$ cat config.mk
export PLATFORM = sky130hd
export DESIGN_NAME = rmt_recovery_walker_flat
export DESIGN_NICKNAME = d
export VERILOG_FILES = /design/src/rtl/rmt_recovery_walker_if.sv /design/src/rtl/rmt_recovery_walker.sv /design/src/flat_wrapper.sv
export SDC_FILE = /design/constraint.sdc
export NUM_CORES = 1
export LEC_CHECK = 0
export ABC_AREA = 1
export CAP_MARGIN = 10
export CORE_ASPECT_RATIO = 2
export CORE_UTILIZATION = 40
export CTS_CLUSTER_SIZE = 16
export DETAILED_ROUTE_END_ITERATION = 10
export HOLD_SLACK_MARGIN = 0.08
export MAX_ROUTING_LAYER = met4
export PLACE_DENSITY = 0.85
export SETUP_SLACK_MARGIN = 0.02
export SLEW_MARGIN = 0
export SYNTH_ARGS = -nofsm -noshare
export SYNTH_HDL_FRONTEND = slang
export SYNTH_SLANG_ARGS = --single-unit
$ cat constraint.sdc
create_clock -name clk -period 3.3 [get_ports clk]
set_clock_uncertainty 0.05 [all_clocks]
set_input_delay 0.33 -clock clk [delete_from_list [all_inputs] [get_ports clk]]
set_output_delay 0.33 -clock clk [all_outputs]
set_load 0.1 [all_outputs]
$ cat src/rtl/rmt_recovery_walker_if.sv
// -----------------------------------------------------------------------------
// rmt_recovery_walker_if
//   Bundles every non-clock signal of the RMT recovery walker.
//
//   Handshake semantics: there is no backpressure anywhere on this bundle.
//   - toRecoveryPhase is a one-cycle pulse. flushRangeHeadPtr and
//     flushRangeTailPtr are only meaningful in the cycle of that pulse.
//   - alReadEn/alReadPtr is a fire-and-forget read request. The ActiveList
//     returns alRead* data in the following cycle.
//   - rmtWriteEn and freeListPushEn are single-cycle strobes. They are always
//     accepted by the consumer in the cycle they are high.
//   - recoveryBusy is a level signal. It is high for the whole recovery walk.
//
//   Modports:
//     slave  : the walker itself (consumes pulse and read data, drives writes)
//     master : the environment (recovery manager, ActiveList, RMT, free list)
// -----------------------------------------------------------------------------
interface rmt_recovery_walker_if #(
  parameter int AL_ENTRY_NUM = 64,
  parameter int LOG_REG_NUM  = 32,
  parameter int PHY_REG_NUM  = 128
);
  localparam int PTR_W  = $clog2(AL_ENTRY_NUM);
  localparam int LREG_W = $clog2(LOG_REG_NUM);
  localparam int PREG_W = $clog2(PHY_REG_NUM);

  // recovery manager -> walker
  logic              toRecoveryPhase;
  logic [PTR_W-1:0]  flushRangeHeadPtr;
  logic [PTR_W-1:0]  flushRangeTailPtr;

  // walker <-> ActiveList read port
  logic [PTR_W-1:0]  alReadPtr;
  logic              alReadEn;
  logic              alReadWriteReg;
  logic [LREG_W-1:0] alReadLogReg;
  logic [PREG_W-1:0] alReadPhyReg;
  logic [PREG_W-1:0] alReadPrevPhyReg;

  // walker -> RMT / free list
  logic              rmtWriteEn;
  logic [LREG_W-1:0] rmtWriteLogReg;
  logic [PREG_W-1:0] rmtWritePhyReg;
  logic              freeListPushEn;
  logic [PREG_W-1:0] freeListPushReg;

  // walker -> recovery manager
  logic              recoveryBusy;

  modport slave (
    input  toRecoveryPhase, flushRangeHeadPtr, flushRangeTailPtr,
    input  alReadWriteReg, alReadLogReg, alReadPhyReg, alReadPrevPhyReg,
    output alReadPtr, alReadEn,
    output rmtWriteEn, rmtWriteLogReg, rmtWritePhyReg,
    output freeListPushEn, freeListPushReg,
    output recoveryBusy
  );

  modport master (
    output toRecoveryPhase, flushRangeHeadPtr, flushRangeTailPtr,
    output alReadWriteReg, alReadLogReg, alReadPhyReg, alReadPrevPhyReg,
    input  alReadPtr, alReadEn,
    input  rmtWriteEn, rmtWriteLogReg, rmtWritePhyReg,
    input  freeListPushEn, freeListPushReg,
    input  recoveryBusy
  );
endinterface

$ cat src/rtl/rmt_recovery_walker.sv
// -----------------------------------------------------------------------------
// rmt_recovery_walker
//   Rename-stage responder to the recovery broadcast. On a recovery pulse it
//   walks the flushed ActiveList range from the youngest entry to the oldest
//   entry. For every flushed op that wrote a register, it restores the old
//   logical->physical mapping in the RMT. It also returns the physical
//   register of that op to the free list.
//
// Ports:
//   clk           : clock
//   rst           : synchronous active-high reset
//   bus           : rmt_recovery_walker_if.slave. It carries the recovery
//                   pulse and range, the ActiveList read port, the RMT and
//                   free-list write strobes, and recoveryBusy.
//   o_dbg_state   : current FSM state (IDLE/WALK/DRAIN/DONE)
//   o_dbg_head    : latched oldest flushed index (inclusive)
//   o_dbg_tail    : latched one-past-youngest flushed index (exclusive)
//   o_dbg_cursor  : next ActiveList index to be read
//   o_dbg_dvalid  : read data is expected on the ActiveList port this cycle
// -----------------------------------------------------------------------------
module rmt_recovery_walker #(
  parameter int AL_ENTRY_NUM = 64,
  parameter int LOG_REG_NUM  = 32,
  parameter int PHY_REG_NUM  = 128,
  localparam int PTR_W  = $clog2(AL_ENTRY_NUM),
  localparam int LREG_W = $clog2(LOG_REG_NUM),
  localparam int PREG_W = $clog2(PHY_REG_NUM)
) (
  input  logic                 clk,
  input  logic                 rst,
  rmt_recovery_walker_if.slave bus,
  output logic [1:0]           o_dbg_state,
  output logic [PTR_W-1:0]     o_dbg_head,
  output logic [PTR_W-1:0]     o_dbg_tail,
  output logic [PTR_W-1:0]     o_dbg_cursor,
  output logic                 o_dbg_dvalid
);

  localparam logic [1:0] ST_IDLE  = 2'd0;
  localparam logic [1:0] ST_WALK  = 2'd1;
  localparam logic [1:0] ST_DRAIN = 2'd2;
  localparam logic [1:0] ST_DONE  = 2'd3;

  localparam logic [PTR_W-1:0] PTR_ONE = {{(PTR_W-1){1'b0}}, 1'b1};

  logic [1:0]       r_state;
  logic [PTR_W-1:0] r_head;
  logic [PTR_W-1:0] r_tail;
  logic [PTR_W-1:0] r_cursor;
  // High in the cycle that the ActiveList returns data for a read that
  // was issued in the previous cycle.
  logic             r_data_valid;

  logic             w_walk;
  logic             w_last_read;
  logic             w_start;
  logic             w_empty;
  logic             w_restore;

  assign w_walk      = (r_state == ST_WALK);
  // The read that targets the latched head is the final read of the walk.
  assign w_last_read = w_walk && (r_cursor == r_head);
  assign w_start     = (r_state == ST_IDLE) && bus.toRecoveryPhase;
  assign w_empty     = (bus.flushRangeHeadPtr == bus.flushRangeTailPtr);
  assign w_restore   = r_data_valid && bus.alReadWriteReg;

  // ---------------------------------------------------------------------------
  // Control: FSM, latched range, walk cursor, and data-valid pipeline
  // ---------------------------------------------------------------------------
  always_ff @(posedge clk) begin
    if (rst) begin
      r_state      <= ST_IDLE;
      r_head       <= '0;
      r_tail       <= '0;
      r_cursor     <= '0;
      r_data_valid <= 1'b0;
    end else begin
      r_data_valid <= w_walk;
      case (r_state)
        ST_IDLE: begin
          if (w_start) begin
            r_head   <= bus.flushRangeHeadPtr;
            r_tail   <= bus.flushRangeTailPtr;
            // Youngest flushed entry is one below the exclusive tail. The
            // decrement wraps, which is the ring-buffer behavior we need.
            r_cursor <= bus.flushRangeTailPtr - PTR_ONE;
            r_state  <= w_empty ? ST_DONE : ST_WALK;
          end
        end
        ST_WALK: begin
          r_cursor <= r_cursor - PTR_ONE;
          if (w_last_read) begin
            r_state <= ST_DRAIN;
          end
        end
        ST_DRAIN: begin
          // The data for the last read is consumed in this cycle through
          // r_data_valid. The FSM only needs to step on.
          r_state <= ST_DONE;
        end
        ST_DONE: begin
          r_state <= ST_IDLE;
        end
        default: begin
          r_state <= ST_IDLE;
        end
      endcase
    end
  end

  // ---------------------------------------------------------------------------
  // Outputs. The read port is driven only while walking. The write strobes
  // are combinational from the returned data, qualified by r_data_valid.
  // The data buses are forced to zero when their strobe is low.
  // ---------------------------------------------------------------------------
  always_comb begin
    bus.alReadEn        = w_walk;
    bus.alReadPtr       = w_walk ? r_cursor : '0;
    bus.rmtWriteEn      = w_restore;
    bus.rmtWriteLogReg  = w_restore ? bus.alReadLogReg     : '0;
    bus.rmtWritePhyReg  = w_restore ? bus.alReadPrevPhyReg : '0;
    bus.freeListPushEn  = w_restore;
    bus.freeListPushReg = w_restore ? bus.alReadPhyReg     : '0;
    bus.recoveryBusy    = (r_state != ST_IDLE);
  end

  assign o_dbg_state  = r_state;
  assign o_dbg_head   = r_head;
  assign o_dbg_tail   = r_tail;
  assign o_dbg_cursor = r_cursor;
  assign o_dbg_dvalid = r_data_valid;

`ifndef SYNTHESIS
  // A new recovery pulse while a walk is in flight is ignored by the FSM
  // above. It still indicates a broken recovery manager, so report it.
  always_ff @(posedge clk) begin
    if (!rst && bus.toRecoveryPhase) begin
      assert (r_state == ST_IDLE)
        else $error("rmt_recovery_walker: toRecoveryPhase while busy");
    end
  end
`endif

endmodule
$ cat src/flat_wrapper.sv
// flat-port wrapper written by rule: the top's interface ports become plain ports
module rmt_recovery_walker_flat 
#(
  parameter int AL_ENTRY_NUM = 64,
  parameter int LOG_REG_NUM  = 32,
  parameter int PHY_REG_NUM  = 128,
  localparam int PTR_W  = $clog2(AL_ENTRY_NUM),
  localparam int LREG_W = $clog2(LOG_REG_NUM),
  localparam int PREG_W = $clog2(PHY_REG_NUM)
)
  (clk, rst, o_dbg_state, o_dbg_head, o_dbg_tail, o_dbg_cursor, o_dbg_dvalid, bus_toRecoveryPhase, bus_flushRangeHeadPtr, bus_flushRangeTailPtr, bus_alReadWriteReg, bus_alReadLogReg, bus_alReadPhyReg, bus_alReadPrevPhyReg, bus_alReadPtr, bus_alReadEn, bus_rmtWriteEn, bus_rmtWriteLogReg, bus_rmtWritePhyReg, bus_freeListPushEn, bus_freeListPushReg, bus_recoveryBusy);
  rmt_recovery_walker_if #(.AL_ENTRY_NUM(AL_ENTRY_NUM), .LOG_REG_NUM(LOG_REG_NUM), .PHY_REG_NUM(PHY_REG_NUM)) bus_i ();
  input  logic clk;
  input  logic rst;
  output logic [1:0] o_dbg_state;
  output logic [PTR_W-1:0] o_dbg_head;
  output logic [PTR_W-1:0] o_dbg_tail;
  output logic [PTR_W-1:0] o_dbg_cursor;
  output logic o_dbg_dvalid;
  input wire logic [$bits(bus_i.toRecoveryPhase)-1:0] bus_toRecoveryPhase;
  input wire logic [$bits(bus_i.flushRangeHeadPtr)-1:0] bus_flushRangeHeadPtr;
  input wire logic [$bits(bus_i.flushRangeTailPtr)-1:0] bus_flushRangeTailPtr;
  input wire logic [$bits(bus_i.alReadWriteReg)-1:0] bus_alReadWriteReg;
  input wire logic [$bits(bus_i.alReadLogReg)-1:0] bus_alReadLogReg;
  input wire logic [$bits(bus_i.alReadPhyReg)-1:0] bus_alReadPhyReg;
  input wire logic [$bits(bus_i.alReadPrevPhyReg)-1:0] bus_alReadPrevPhyReg;
  output wire logic [$bits(bus_i.alReadPtr)-1:0] bus_alReadPtr;
  output wire logic [$bits(bus_i.alReadEn)-1:0] bus_alReadEn;
  output wire logic [$bits(bus_i.rmtWriteEn)-1:0] bus_rmtWriteEn;
  output wire logic [$bits(bus_i.rmtWriteLogReg)-1:0] bus_rmtWriteLogReg;
  output wire logic [$bits(bus_i.rmtWritePhyReg)-1:0] bus_rmtWritePhyReg;
  output wire logic [$bits(bus_i.freeListPushEn)-1:0] bus_freeListPushEn;
  output wire logic [$bits(bus_i.freeListPushReg)-1:0] bus_freeListPushReg;
  output wire logic [$bits(bus_i.recoveryBusy)-1:0] bus_recoveryBusy;
  assign bus_i.toRecoveryPhase = bus_toRecoveryPhase;
  assign bus_i.flushRangeHeadPtr = bus_flushRangeHeadPtr;
  assign bus_i.flushRangeTailPtr = bus_flushRangeTailPtr;
  assign bus_i.alReadWriteReg = bus_alReadWriteReg;
  assign bus_i.alReadLogReg = bus_alReadLogReg;
  assign bus_i.alReadPhyReg = bus_alReadPhyReg;
  assign bus_i.alReadPrevPhyReg = bus_alReadPrevPhyReg;
  assign bus_alReadPtr = bus_i.alReadPtr;
  assign bus_alReadEn = bus_i.alReadEn;
  assign bus_rmtWriteEn = bus_i.rmtWriteEn;
  assign bus_rmtWriteLogReg = bus_i.rmtWriteLogReg;
  assign bus_rmtWritePhyReg = bus_i.rmtWritePhyReg;
  assign bus_freeListPushEn = bus_i.freeListPushEn;
  assign bus_freeListPushReg = bus_i.freeListPushReg;
  assign bus_recoveryBusy = bus_i.recoveryBusy;
  rmt_recovery_walker #(.AL_ENTRY_NUM(AL_ENTRY_NUM), .LOG_REG_NUM(LOG_REG_NUM), .PHY_REG_NUM(PHY_REG_NUM)) u_core (.clk(clk), .rst(rst), .bus(bus_i), .o_dbg_state(o_dbg_state), .o_dbg_head(o_dbg_head), .o_dbg_tail(o_dbg_tail), .o_dbg_cursor(o_dbg_cursor), .o_dbg_dvalid(o_dbg_dvalid));
endmodule
==> results.yml <==
status:
  status: "complete, but fails checks"
  violations: "design-rule violations"
route:
  wl_per_cell_um: 11.48
  drtIter0Drc: 45
  vias: 1688
  via_per_inst: 4.893
  drt-total-wl_um: 3961
  drc: 9
  ant_nets: 0
  firstDrtPassIters: 7
critical_path:
  path_max_fanout: 5
  required_ps: 2920
  cp_top_family: "buffers and inverters"
  critPathKind: "flop to primary output"
  startpoint_type: "flop"
  slowest_delay_ps: 1180
  end_kind: "primary output"
  rrSetupSlack_ps: 1190
  crit_arrival_ps: 1870
  critPathBufInv: 1
  cpMaxStageDelayCell: "clkdlybuf4s50_1"
  crit_chain: "clkdlybuf4s50_1"
finish:
  layout.nets: 354
  drive_gt1_frac: 0.1310
  multi_input_area_sq_um: 714.4
  regArea_sq_um: 421.7
  synthToLayoutAreaGrowth_pct: 58.04
  fin_util: 0.6556
  diodes: 0
  fin_area_sq_um: 2215
  fillCellCount: 307
logic_synthesis:
  synth-seq-cells: 21
  yosysSeqAreaShare: 0.3000
  synthTopCellsByCount: "inv_1, nand2_1, nor2_1"
  syn_nets: 273
  syn_area_sq_um: 1401
  yosysMostFrequentCell: "inv_1"
  synth_edf_count: 0
  synth_top_cell_by_area: "dfxtp_1"
  ys_warn_count: 0
  synth-async-reset-ratio: 0
  ys_types: 23
  yosys_most_used_dff: "dfxtp_1"
  syn_avg_cell_area_sq_um: 6.014
  synth.top_cells.by_area: "dfxtp_1, inv_1, nand2_1"
  syn_inst: 233
  synth_top_area_frac: 0.3000
power_and_ir_drop:
  cellPowerDensity_nw_per_um2: 1072
  leakage_nw: 1.203
  ir_worst_vdd_mv: 0.7665
  p_total_mw: 2.374
cts:
  htree_levels: 1
  cts_buffer_depth: 2
  ctsHoldBuffers: 0
  clk_latency_ps: 260
  clockRootBuffer: "clkbuf_8"
  cts.sinks: 21
  postCtsSetupBuffers: 0
  clkTransAtPathRegs_ps: 80
  cts_tree: "done"
  cts_resized: 0
  numCtsBuffers: 3
timing:
  setup_viol: 0
  drv_slew: 0
  hold_viol: 0
  tightest_slew_ps: 979.0
  post-route-period-util: 0.6831
  fmax_ghz: 0.4436
  tns_ps: 0
  fin_crit_ps: 2254
  fin_ws_ps: 1046
  max_slew_margin: 0.3453
  rsz0062_at_grt: "false"
floorplan:
  dieHeight_um: 85.71
  pin_count: 85
  die_area_sq_um: 3759
  start_util: 0.4148
  die_w_um: 43.86
  rows: 30
  core_area_sq_um: 3378
grt:
  grt_pass1_wl_um: 6216
  antenna_found_initial: 0
  grt_max_degree: 21
  overflow: 0
  grt_usage: 0.2181
  grt_pass1_vias: 1566
place:
  place_hpwl_um: 3178
  place_area_sq_um: 2170
  dp_slack_ps: 1226
  io_buffers: 84
  gp_congestion: 0.8238
flow_run:
  maxCapViolCount: 0
min_path:
  hold_path_class: "flop to flop"
## registers in the layout, indices dropped and copies added (netlist names)
name,cells
u_core.o_dbg_cursor,6
u_core.o_dbg_dvalid,1
u_core.o_dbg_head,6
u_core.o_dbg_state,2
u_core.o_dbg_tail,6
## routing by layer
layer  track usage  wire length, um
met4       0.09642              115
met3       0.02737              324
met5             -                0
met2        0.4383             2159
met1        0.1823             1361
## final cells by class
| cell class | instances | share of cell area |
|---|---|---|
| Inverter | 60 | 0.1017 |
| Sequential cell | 21 | 0.1904 |
| Multi-Input combinational cell | 144 | 0.3226 |
| Clock buffer | 4 | 0.02034 |
| Tap cell | 32 | 0.01808 |
| Timing Repair Buffer | 84 | 0.3469 |
## cell families after synthesis
logic type | Yosys count | synth area share
XOR/XNOR | 3 | 0.01875
adder cells (fa/ha/maj) | 5 | 0.04464
buffers and inverters | 68 | 0.1920
AND/OR/NAND/NOR | 93 | 0.2679
AO/OA/AOI/OAI | 43 | 0.1768
flip-flops | 21 | 0.3000
## metrics by stage
| step | cells | hold WS [ps] |
|---|---|---|
| after floorplan | 233 | 352.4 |
| after global placement | 341 | 420.3 |
| after detailed placement | 341 | 425.1 |
| after CTS | 345 | 437.1 |
| after global routing | 345 | 461.9 |
| final | 345 | 433.6 |
## report_power, final
part	switching (mW)	internal, mW
logic	1.37	0.406
clock network	0.0879	0.0862
registers	0.0778	0.343
total	1.54	0.835
## placed cells by master, fill, tap and decap left out
cell and count:
or2_2 1, a21oi_1 15, clkbuf_1 1, a21oi_4 1, o21bai_1 1, nand2_2 2
nor2_1 35, clkbuf_8 3, o21ai_0 18, nand3_2 1, clkdlybuf4s50_1 55, nor3_1 1
o211ai_1 3, nor2_2 1, dfxtp_1 20, dfxtp_2 1, ha_2 1, inv_1 60
o21ai_4 1, o21ai_1 4, ha_1 4, nand3_1 7, nand2_1 45, xor2_1 3
buf_4 29
## worst paths after layout
| check | from | end | cells after the start |
|---|---|---|---|
| setup reg to reg | u_core.o_dbg_state[1] | u_core.o_dbg_cursor[4] | 10 |
| hold reg to reg | u_core.o_dbg_head[2] | u_core.o_dbg_head[2] | 2 |
| hold / removal | u_core.o_dbg_head[2] | u_core.o_dbg_head[2] | 2 |
| setup / recovery | u_core.o_dbg_cursor[5] | o_dbg_cursor[5] | 1 |
Note: power is estimated with default switching activity, not from simulation.
==> RTL change, RTL diff (same settings) <==
Register the output `o_dbg_state` once more; this adds one clock of latency there. The other outputs are not delayed to match.
--- a/src/rtl/rmt_recovery_walker.sv
+++ b/src/rtl/rmt_recovery_walker.sv
@@ -124,7 +124,9 @@
     bus.recoveryBusy    = (r_state != ST_IDLE);
   end
 
-  assign o_dbg_state  = r_state;
+  always_ff @(posedge clk) begin
+    o_dbg_state <= r_state;
+  end
   assign o_dbg_head   = r_head;
   assign o_dbg_tail   = r_tail;
   assign o_dbg_cursor = r_cursor;
Function: changed (a bounded check fails within 4 cycles, from zero or initial values and one cycle with rst high).
==> RTL change against the original RTL <==
- setup slack got worse by 83 ps
- final area rose by 2.7%
- sequential cell count rose by 2
- total power rose by 2.5%
- hold slack got worse by 110 ps
- synthesized area rose by 3.0%
- critical path depth rose by 9
- wire length rose by 1.2%
- critical endpoint is now u_core.o_dbg_cursor[4]
==> RTL change: results (changes against the original RTL) <==
<table>
<tr><th>Metric</th><th>Value</th></tr>
<tr><th colspan="2">Pwr</th></tr>
<tr><td>Worst VDD drop</td><td>937 uV (+22%)</td></tr>
<tr><td>Standby leakage power</td><td>1.22 nW (+1.7%)</td></tr>
<tr><th colspan="2">GRT</th></tr>
<tr><td>First-pass GRT wire length</td><td>6120 um (-1.5%)</td></tr>
<tr><td>Via count of the first global-routing pass</td><td>1523 (-2.7%)</td></tr>
<tr><th colspan="2">Final layout</th></tr>
<tr><td>Final #Nets</td><td>356 (+0.56%)</td></tr>
<tr><td>Proportion of layout cells with a drive suffix above 1</td><td>12.4% (-0.72 points)</td></tr>
<tr><td>Number of inserted filler cells in the final layout</td><td>305 (-0.65%)</td></tr>
<tr><th colspan="2">Worst setup path</th></tr>
<tr><td>Origin of the critical flop-to-flop path</td><td>u_core.r_state[1]</td></tr>
<tr><td>Delay of the slowest critical-path stage</td><td>490 ps (-690 ps)</td></tr>
<tr><td>CP Data Arrival Time</td><td>2450 ps (+580 ps)</td></tr>
<tr><td>Worst path top cell family by delay</td><td>adder cells</td></tr>
<tr><td>Register-to-register path setup slack</td><td>960 ps (-230 ps)</td></tr>
<tr><th colspan="2">Outcome</th></tr>
<tr><td>Status</td><td>finished clean</td></tr>
<tr><th colspan="2">Placement</th></tr>
<tr><td>Detail Placement HPWL</td><td>3250 um (+2.2%)</td></tr>
<tr><td>Worst slack, placed</td><td>1020 ps (-205 ps)</td></tr>
<tr><td>Routability Congestion</td><td>0.915 (+11%)</td></tr>
<tr><th colspan="2">Min path</th></tr>
<tr><td>Worst hold endpoint</td><td>u_core.o_dbg_state[1]</td></tr>
<tr><td>Worst Hold Path Cells</td><td>0 (-2)</td></tr>
<tr><td>Launch point of the worst hold path</td><td>u_core.r_state[1]</td></tr>
<tr><th colspan="2">STA</th></tr>
<tr><td>Transition at the pin with the smallest max-transition slack</td><td>969 ps (-10.1 ps)</td></tr>
<tr><th colspan="2">Synthesis</th></tr>
<tr><td>Dominant cells by area after synthesis</td><td>dfxtp_1 32%, inv_1 16%, nand2_1 11%, nor2_1 9.1%, o21ai_0 6.2%</td></tr>
<tr><td>Post-synthesis net count</td><td>275 (+0.73%)</td></tr>
<tr><td>Sequential fraction of the synthesis area</td><td>31.9% (+1.9 points)</td></tr>
<tr><th colspan="2">Detailed routing</th></tr>
<tr><td>Detailed-route via count</td><td>1732 (+2.6%)</td></tr>
<tr><td>Total routed wirelength</td><td>4010 um (+1.2%)</td></tr>
<tr><td>DR pass1 iterations</td><td>4 (-3)</td></tr>
</table>
-- RTL change: cell count changes after synthesis --
cell / change
o22ai_1: +1
nand2_1: -3
dfxtp_1: +2
inv_1: +2
-- RTL change: metrics by stage --
| stage | cells | util (%) | hold WS, ps |
|---|---|---|---|
| 3_3_place_gp | 359 | 65.2 | 310 |
| 4_1_cts | 363 | 66.6 | 328 |
| 6_report | 363 | 66.6 | 326 |
| 2_1_floorplan | 235 | - | 305 |
| 3_5_place_dp | 359 | 65.2 | 317 |
| 5_1_grt | 363 | 66.6 | 344 |
-- RTL change: cell type report --
type	count	area share, %
flip-flops and latches	23	20.3
inverters	62	10.2
clock buffers	4	1.98
multi-input cells	142	31.1
repair buffers	84	33.8
well taps	48	2.64
-- RTL change: how the worst max path moves through the flow --
stage | from | to | slack, ps | cells past startpoint
finish | u_core.r_state[1] | u_core.o_dbg_cursor[4] | 960 | 10
global route | u_core.r_state[1] | u_core.o_dbg_cursor[4] | 780 | 10
CTS | u_core.r_state[1] | u_core.o_dbg_cursor[4] | 1000 | 10
detailed placement | u_core.r_state[1] | u_core.o_dbg_cursor[4] | 1020 | 10
global placement | u_core.r_state[1] | u_core.o_dbg_cursor[4] | 1140 | 10
floorplan | u_core.o_dbg_dvalid | bus_rmtWriteLogReg[0] | 350 | 3
-- RTL change: kinds of logic after synthesis --
group | after synthesis | share of synthesized area, %
buffers and inverters | 70 | 19.2
AO/OA/AOI/OAI | 44 | 17.6
adder cells (fa/ha/maj) | 5 | 4.33
AND/OR/NAND/NOR | 90 | 25.2
flip-flops | 23 | 31.9
XOR/XNOR | 3 | 1.82
-- RTL change: power by group through the flow --
stage               Combinational (mW)  Sequential (mW)  Clock [mW]
floorplan                        0.789             1.09           0
global placement                  1.79            0.461           0
detailed placement                1.80            0.463           0
CTS                               1.80            0.457       0.178
global route                      1.90            0.471       0.188
finish                            1.80            0.456       0.175
-- RTL change: layer usage --
layer  global-route usage (%)  share of wire [%]  vias to the layer above
li1                         -                  -                      857
met1                     17.8                 33                      768
met2                     40.1                 54                       89
met3                     2.70                8.4                       18
met4                     15.7                5.3                        0
met5                        -                  0                        -
